**src/rtl/fwd_scoreboard_unit.sv**
```systemverilog
// Scoreboard-based forwarding/load-use unit: tracks in-flight writes over NUM_STAGES post-EX stages.
// Optional macro FWD_STALL_COUNTER_EN adds a saturating stall-cycle counter output o_stall_count.
module fwd_scoreboard_unit #(
  parameter int REG_SIZE     = 5,
  parameter int NUM_STAGES   = 3,
  parameter int SELECT_SIZE  = 2,
  parameter int LOAD_LATENCY = 1
) (
  input  logic                   i_clk,
  input  logic                   i_reset,
  input  logic                   i_id_valid,
  input  logic [REG_SIZE-1:0]    i_id_rs,
  input  logic [REG_SIZE-1:0]    i_id_rt,
  input  logic                   i_id_uses_rs,
  input  logic                   i_id_uses_rt,
  input  logic [REG_SIZE-1:0]    i_ex_rd,
  input  logic                   i_ex_write_reg,
  input  logic                   i_ex_mem_read,
  input  logic                   i_flush,
  output logic [SELECT_SIZE-1:0] o_forwarding_a,
  output logic [SELECT_SIZE-1:0] o_forwarding_b,
`ifdef FWD_STALL_COUNTER_EN
  output logic [15:0]            o_stall_count,
`endif
  output logic                   o_stall
);

  if ((2 ** SELECT_SIZE) < (NUM_STAGES + 1)) begin : g_bad_select_size
    $error("fwd_scoreboard_unit: SELECT_SIZE too narrow for NUM_STAGES");
  end
  if ((LOAD_LATENCY < 0) || (LOAD_LATENCY >= NUM_STAGES)) begin : g_bad_load_latency
    $error("fwd_scoreboard_unit: LOAD_LATENCY out of range");
  end

  logic                   sb_wr_r   [NUM_STAGES];
  logic [REG_SIZE-1:0]    sb_rd_r   [NUM_STAGES];
  logic                   sb_ld_r   [NUM_STAGES];

  // Candidate i is the producer that will sit in stage i next cycle; its select code is i+1.
  logic                   cand_wr_s [NUM_STAGES];
  logic [REG_SIZE-1:0]    cand_rd_s [NUM_STAGES];
  logic                   cand_ld_s [NUM_STAGES];

  logic [SELECT_SIZE-1:0] sel_a_s;
  logic [SELECT_SIZE-1:0] sel_b_s;
  logic                   ld_a_s;
  logic                   ld_b_s;
  logic                   stall_s;

  // Gather producers in youngest-first order as they will be positioned next cycle.
  always_comb begin
    cand_wr_s[0] = i_ex_write_reg && (i_ex_rd != {REG_SIZE{1'b0}});
    cand_rd_s[0] = i_ex_rd;
    cand_ld_s[0] = i_ex_mem_read;
    for (int i = 1; i < NUM_STAGES; i++) begin
      cand_wr_s[i] = sb_wr_r[i-1];
      cand_rd_s[i] = sb_rd_r[i-1];
      cand_ld_s[i] = sb_ld_r[i-1];
    end
  end

  // Scan oldest to youngest so the youngest match overwrites older ones.
  always_comb begin
    sel_a_s = {SELECT_SIZE{1'b0}};
    sel_b_s = {SELECT_SIZE{1'b0}};
    ld_a_s  = 1'b0;
    ld_b_s  = 1'b0;
    for (int i = NUM_STAGES - 1; i >= 0; i--) begin
      if (i_id_uses_rs && cand_wr_s[i] && (cand_rd_s[i] == i_id_rs)) begin
        sel_a_s = SELECT_SIZE'(i + 1);
        ld_a_s  = cand_ld_s[i] && (i < LOAD_LATENCY);
      end else begin
        sel_a_s = sel_a_s;
        ld_a_s  = ld_a_s;
      end
      if (i_id_uses_rt && cand_wr_s[i] && (cand_rd_s[i] == i_id_rt)) begin
        sel_b_s = SELECT_SIZE'(i + 1);
        ld_b_s  = cand_ld_s[i] && (i < LOAD_LATENCY);
      end else begin
        sel_b_s = sel_b_s;
        ld_b_s  = ld_b_s;
      end
    end
  end

  // Load-use stall: youngest producer is a load whose result is not forwardable yet.
  always_comb begin
    if (i_id_valid && !i_flush && !i_reset) begin
      stall_s = ld_a_s || ld_b_s;
    end else begin
      stall_s = 1'b0;
    end
  end

  assign o_stall = stall_s;

  // Scoreboard shift: runs every cycle, stall or not.
  always_ff @(posedge i_clk) begin
    if (i_reset) begin
      for (int i = 0; i < NUM_STAGES; i++) begin
        sb_wr_r[i] <= 1'b0;
        sb_rd_r[i] <= {REG_SIZE{1'b0}};
        sb_ld_r[i] <= 1'b0;
      end
    end else begin
      sb_wr_r[0] <= i_ex_write_reg && (i_ex_rd != {REG_SIZE{1'b0}});
      sb_rd_r[0] <= i_ex_rd;
      sb_ld_r[0] <= i_ex_mem_read;
      for (int i = 1; i < NUM_STAGES; i++) begin
        sb_wr_r[i] <= sb_wr_r[i-1];
        sb_rd_r[i] <= sb_rd_r[i-1];
        sb_ld_r[i] <= sb_ld_r[i-1];
      end
    end
  end

  // Forwarding selects travel with the instruction from ID into EX.
  always_ff @(posedge i_clk) begin
    if (i_reset || i_flush || stall_s || !i_id_valid) begin
      o_forwarding_a <= {SELECT_SIZE{1'b0}};
      o_forwarding_b <= {SELECT_SIZE{1'b0}};
    end else begin
      o_forwarding_a <= sel_a_s;
      o_forwarding_b <= sel_b_s;
    end
  end

`ifdef FWD_STALL_COUNTER_EN
  // Saturating count of stalled cycles.
  always_ff @(posedge i_clk) begin
    if (i_reset) begin
      o_stall_count <= 16'h0000;
    end else if (stall_s && (o_stall_count != 16'hFFFF)) begin
      o_stall_count <= o_stall_count + 16'h0001;
    end else begin
      o_stall_count <= o_stall_count;
    end
  end
`endif

endmodule

```
**config.mk**
```make
export PLATFORM = sky130hd
export DESIGN_NAME = fwd_scoreboard_unit
export DESIGN_NICKNAME = d
export VERILOG_FILES = /design/src/rtl/fwd_scoreboard_unit.sv
export SDC_FILE = /design/constraint.sdc
export NUM_CORES = 1
export LEC_CHECK = 0
export BUFFER_PORTS_ARGS = -buffer_cell sky130_fd_sc_hd__buf_2
export CAP_MARGIN = 25
export CELL_PAD_IN_SITES_DETAIL_PLACEMENT = 1
export CELL_PAD_IN_SITES_GLOBAL_PLACEMENT = 2
export CORE_UTILIZATION = 29
export DETAILED_ROUTE_END_ITERATION = 7
export GPL_ROUTABILITY_DRIVEN = 0
export HOLD_SLACK_MARGIN = 0.15
export MAX_ROUTING_LAYER = met4
export PLACE_DENSITY = 0.78
export SLEW_MARGIN = 20
export SYNTH_ARGS = -nofsm -noshare
export SYNTH_HDL_FRONTEND = slang
export SYNTH_SLANG_ARGS = --single-unit
```
**constraint.sdc**
```tcl
create_clock -name i_clk -period 2.15 [get_ports i_clk]
set_clock_uncertainty 0.2 [all_clocks]
set_input_delay 0.1075 -clock i_clk [delete_from_list [all_inputs] [get_ports i_clk]]
set_output_delay 0.1075 -clock i_clk [all_outputs]
set_load 0.01 [all_outputs]
```
# After elaboration in Yosys (flattened, before gate mapping)
# Memories as Yosys holds them, arrays and structs flattened.
# Index checks and enable logic that the tools add are counted.
[word_totals] regBits=4 output_inout_bits=5 memories=2 mem_bits_rw=18
[classes] eq_ne=6 n_mux=18 n_reduce_logical=25 n_bitwise=6
[memory_table] memory="sb_rd_r" words=3 width=5 read_ports=2 rd_clocked_by_memory_dff=0 wr=3 line_no="36" rtl="logic [REG_SIZE-1:0] sb_rd_r [NUM_STAGES];"
[memory_table] memory="sb_wr_r" words=3 width=1 read_ports=2 rd_clocked_by_memory_dff=0 wr=3 line_no="35" rtl="logic sb_wr_r [NUM_STAGES];"
[ops] operator="$eq A5 B5 Y1" count=6
[ops] operator="$logic_and A1 B1 Y1" count=15
[ops] operator="$mux W5" count=3
[ops] operator="$mux W1" count=11
[ops] operator="$mux W2" count=4
[ops] operator="$or A1 B1 Y1" count=6
[ops] operator="$reduce_bool A5 Y1" count=1
[ops] operator="$logic_or A1 B1 Y1" count=4
[ops] operator="$reduce_or A2 Y1" count=2
[ops] operator="$logic_not A1 Y1" count=3

# Depth between registers and ports, before layout
[depth] ltp_word=10 ltp_mapped=5

# Worst setup path after synthesis
# Ideal clock, no wire load.
[synth_timing] path_type="in2reg" startpoint="input port i_ex_rd[0]" endpoint="register o_forwarding_a[1]" stages=4 arrival_time_ns=1.223 path_slack_ns=0.623 setup_ns=0.103 cell_sequence="or4_4 -> o21ai_4 -> nor3_2 -> a2111oi_2"
[synth_via] elab_chain_cells=10 elab_cells_between_ends=15 classes_between="eq/ne (2); mux (3); reduce/logical (10)"
[synth_lines] item="from (decl)" line_no="16" rtl="input logic [REG_SIZE-1:0] i_ex_rd,"
[synth_lines] item="$reduce_bool A5 Y1" line_no="52" rtl="cand_wr_s[0] = i_ex_write_reg && (i_ex_rd != {REG_SIZE{1'b0}});"
[synth_lines] item="$logic_and A1 B1 Y1" line_no="52"
[synth_lines] item="$logic_and A1 B1 Y1, on equally long branches (2 in series)" line_no="69, 76"
[synth_lines] item="$mux W1, on equally long branches" line_no="69, 76"
[synth_lines] item="$logic_or A1 B1 Y1" line_no="89" rtl="stall_s = ld_a_s || ld_b_s;"
[synth_lines] item="$mux W1" line_no="88" rtl="if (i_id_valid && !i_flush && !i_reset) begin"
[synth_lines] item="$logic_or A1 B1 Y1 (2 in series)" line_no="119" rtl="if (i_reset || i_flush || stall_s || !i_id_valid) begin"
[synth_lines] item="$reduce_or A2 Y1 (no source line) *"
[synth_lines] item="to (signal assigned)" line_no="120" rtl="o_forwarding_a <= {SELECT_SIZE{1'b0}};"
[synth_lines] item="to (signal assigned)" line_no="123" rtl="o_forwarding_a <= sel_a_s;"
[synth_lines] item="to (decl)" line_no="20" rtl="output logic [SELECT_SIZE-1:0] o_forwarding_a,"
# Mark *: on every way between the ends. The rest lies on a longest branch, timed or not.
# A chain may end at the register's enable or synchronous reset.

==> results.md <==
* Pre-CTS WS at 394 ps
* # setup viols final at 0
* Critical path cell sequence: buf_2, or4_4, o21ai_4, dlygate4sd3_1, nor2_1, dlygate4sd3_1
* DIE HEIGHT at between 50 and 60 um
* Failing checks: DRC
* Clk sinks at 16
* Worst r2r src: sb_rd_r[0][4]
* Placement Cell Area at about 1100 um^2
* Drc violations at 6
* Crit share post-route at between 90% and 100%
* CTS tree: done
* Post-Route WL at 2440 um
* Final hold violation count at 0
* Min cycle time layout at roughly 2100 ps
* Cell variety after synth at 18
* Die area at about 3300 um^2
* Synthesis-to-finish area growth at 45.2%
* Fin cells at about 180
* Dominant cell type by area after synthesis: dfxtp_1
* Status: finished with violations
* Worst setup path startpoint: i_ex_rd[0]
* IR drop worst, VDD at 0.352 mV
* Fraction of layout cells with a size suffix above 1 at 25.7%
* Core area at between 2000 and 3000 um^2
* Largest family of logic cells by synthesized area: XOR/XNOR gates
* Post-synthesis mux area share at 0%
* Reg2reg end: o_forwarding_b[1]
* Clock share of power at 25.5%
* Max Slew Vio Count at 0
* End of the critical path: sb_wr_r[0][0]
* Post-synthesis adder-cell area fraction at 0%
* Max-Cap Viols at 0
* Hold Path Stages at 5
* Syn_area_per_cell at between 9 and 10 um^2
* Asr flop ratio synth at 0%
* Top cell type's share of synthesized area at 36.2%
* IO Port Bufs at 27
* Worst r2r path cells at 5
* Detailed-route via count at 826
* Worst-path clk slew at around 90 ps
* Synth cell count leaders: 22 x xnor2_1, 16 x dfxtp_1, 11 x nor2b_1
* Total GRT Usage at 17.3%
* Combinational share of power at 24.0%
* Finished Cell Area at 1290 um^2
* Syn Inst Count at 94
* Crit path max-delay cell type: dlygate4sd3_1
* CP Launch Type: input port
* Crit-path max FO at 4
* Top-count cell post-synth: xnor2_1
* Relative slew slack at 73.5%
* Area of the multi-input gates at 558 um^2
* DRC marker count from the first detailed-route iteration at 15
* Syn_nets at 117
* Worst path max stage delay at 570 ps
* Primary FF master, synth: dfxtp_1
* Sw Ratio at between 20% and 30%
* Hold WC Path Type: input port to flip-flop
* Post-synthesis compound-gate area fraction at 8.90%
* XOR/XNOR Fraction of Synth Area at 29.7%
* Worst reg-to-reg setup slack at 430 ps
* Setup crit end kind: flip-flop
* Vias in the first global route at between 800 and 900
* Slew @ Worst Pin at 394 ps
* LEAKAGE at 0.497 nW
* IO Pins at 28
* Num CTS Buffers at 3
* PD cells at 487 nW/um^2
* Setup Total Neg Slack at 0 ps
* Post-CTS resize count at 0
* DRT Pass-1 Iters at 6
* Synth Warn # at 0
* Routed Antenna Nets at 0
* Clk_lat worst skew at around 290 ps
* Vias per cell at 4.72
* Required time worst endpoint at between 2000 and 2500 ps
* Yosys reg bits at 16
* Simple-gate share of the synthesized area at roughly a quarter
* Most frequent CP cell: dlygate4sd3_1
* Number of synthesized flops with an enable pin at 0
* Max Clk Rate at 470 MHz
* Setup WS post-layout at 20.5 ps
* Seq pwr share at around half
* Root buf cell: clkbuf_4
* Largest net degree at the start of global routing at 14
* Synthesized area at 886 um^2
* FF/Latch Area at 320 um^2
* Data arrival, critical path at 2110 ps
* Final net count at 169
* Initial antenna violation count at 0
* WL/cell at around 14 um
* Initial Utilization at 31.3%
* Row count at 19
* Antenna cells at 0
* Largest cells by area after synthesis: dfxtp_1 36%, xnor2_1 22%, xor2_1 7.9%, nor2b_1 7.8%, nand4_1 4.2%
* Die X at around 57 um
* Sw power at 0.172 mW
* Internal power at roughly 0.45 mW
* GR Overflow Total at 0
* Global-route wire length before repair at 4040 um
* Max Buffers Root-to-Sink at 2
* H-Tree Depth at 1
* Worst Path Class, Setup: input port to flip-flop
* DP Cell Count at 151
* # fillers at 337
* Post-detail-place hpwl at 1790 um
* Sequential share of the synthesized area at 36.2%
* RSZ-0062 raised after global routing: false
## flip-flops by register name, summed over array words and instances (netlist names)
name / cells
o_forwarding_a: 2
o_forwarding_b: 2
sb_wr_r: 2
sb_rd_r: 10
## stage by stage
| stage | utilization [%] | hold WS [ps] | power (mW) |
|---|---|---|---|
| floorplan | - | -20.9 | 0.388 |
| finish | 45.5 | 163 | 0.626 |
| global route | 45.5 | 182 | 0.661 |
| CTS | 45.2 | 160 | 0.632 |
| detailed placement | 37.3 | 152 | 0.444 |
| global placement | 37.3 | 146 | 0.443 |
## cell families after synthesis
family / Yosys count
compound gates: 8
xor+xnor: 30
buf+inv: 2
flops: 16
simple gates: 38
## power by group through the flow
stage,Clock [mW],Sequential [mW],Combinational (mW)
2_1_floorplan,0,0.322,0.0666
3_3_place_gp,0,0.323,0.120
3_5_place_dp,0,0.323,0.121
4_1_cts,0.167,0.316,0.148
5_1_grt,0.180,0.318,0.164
6_report,0.160,0.316,0.150
## final cells by class
| cell class | count | share of cell area [%] |
|---|---|---|
| Multi-Input combinational cell | 76 | 43.4 |
| Timing Repair Buffer | 48 | 26.7 |
| Sequential cell | 16 | 24.9 |
| Tap cell | 31 | 3.02 |
| Clock buffer | 3 | 1.75 |
| Inverter | 1 | 0.292 |
## how the worst min path moves through the flow
stage	start	end
after global placement	i_ex_mem_read	o_forwarding_b[1]
final	i_id_rt[1]	o_forwarding_b[1]
after detailed placement	i_ex_mem_read	o_forwarding_a[1]
after global routing	i_id_rt[2]	o_forwarding_b[1]
after floorplan	i_reset	sb_rd_r[0][6]
after CTS	i_id_rt[2]	o_forwarding_b[1]
## routing by layer
metal	share of wire, %	GRT usage [%]
met5	0	-
met4	0.94	5.23
met3	5.2	4.99
met2	51	29.7
met1	43	19.4
## cells in the final DEF (no fill, tap or decap)
| cell type | instances |
|---|---|
| dfxtp_1 | 16 |
| nand4_1 | 6 |
| dlygate4sd3_1 | 20 |
| nor3_1 | 3 |
| xor2_1 | 8 |
| a2111oi_2 | 2 |
| clkbuf_4 | 3 |
| buf_2 | 27 |
| nor3_2 | 2 |
| nand2_1 | 3 |
| o21ai_4 | 1 |
| a21oi_1 | 2 |
| nor2_1 | 8 |
| nor2b_1 | 11 |
| buf_4 | 1 |
| nor4_1 | 2 |
| xnor2_1 | 22 |
| inv_1 | 1 |
| or4_4 | 1 |
| nand3_1 | 2 |
| o21a_1 | 3 |
## timing repair
action,in CTS,in global routing
hold buffers,20,0
endpoints found under the setup margin,0,1
buffers inserted,0,1
hold endpoints to repair,16,0
## critical path, delay by kind of cell
family                 cells  cell delay, ps
and+or+nand+nor            2             600
buffers and inverters      3            1260
AOI/OAI and AO/OA          1             150
No activity file was read; power rests on OpenSTA's default activity.
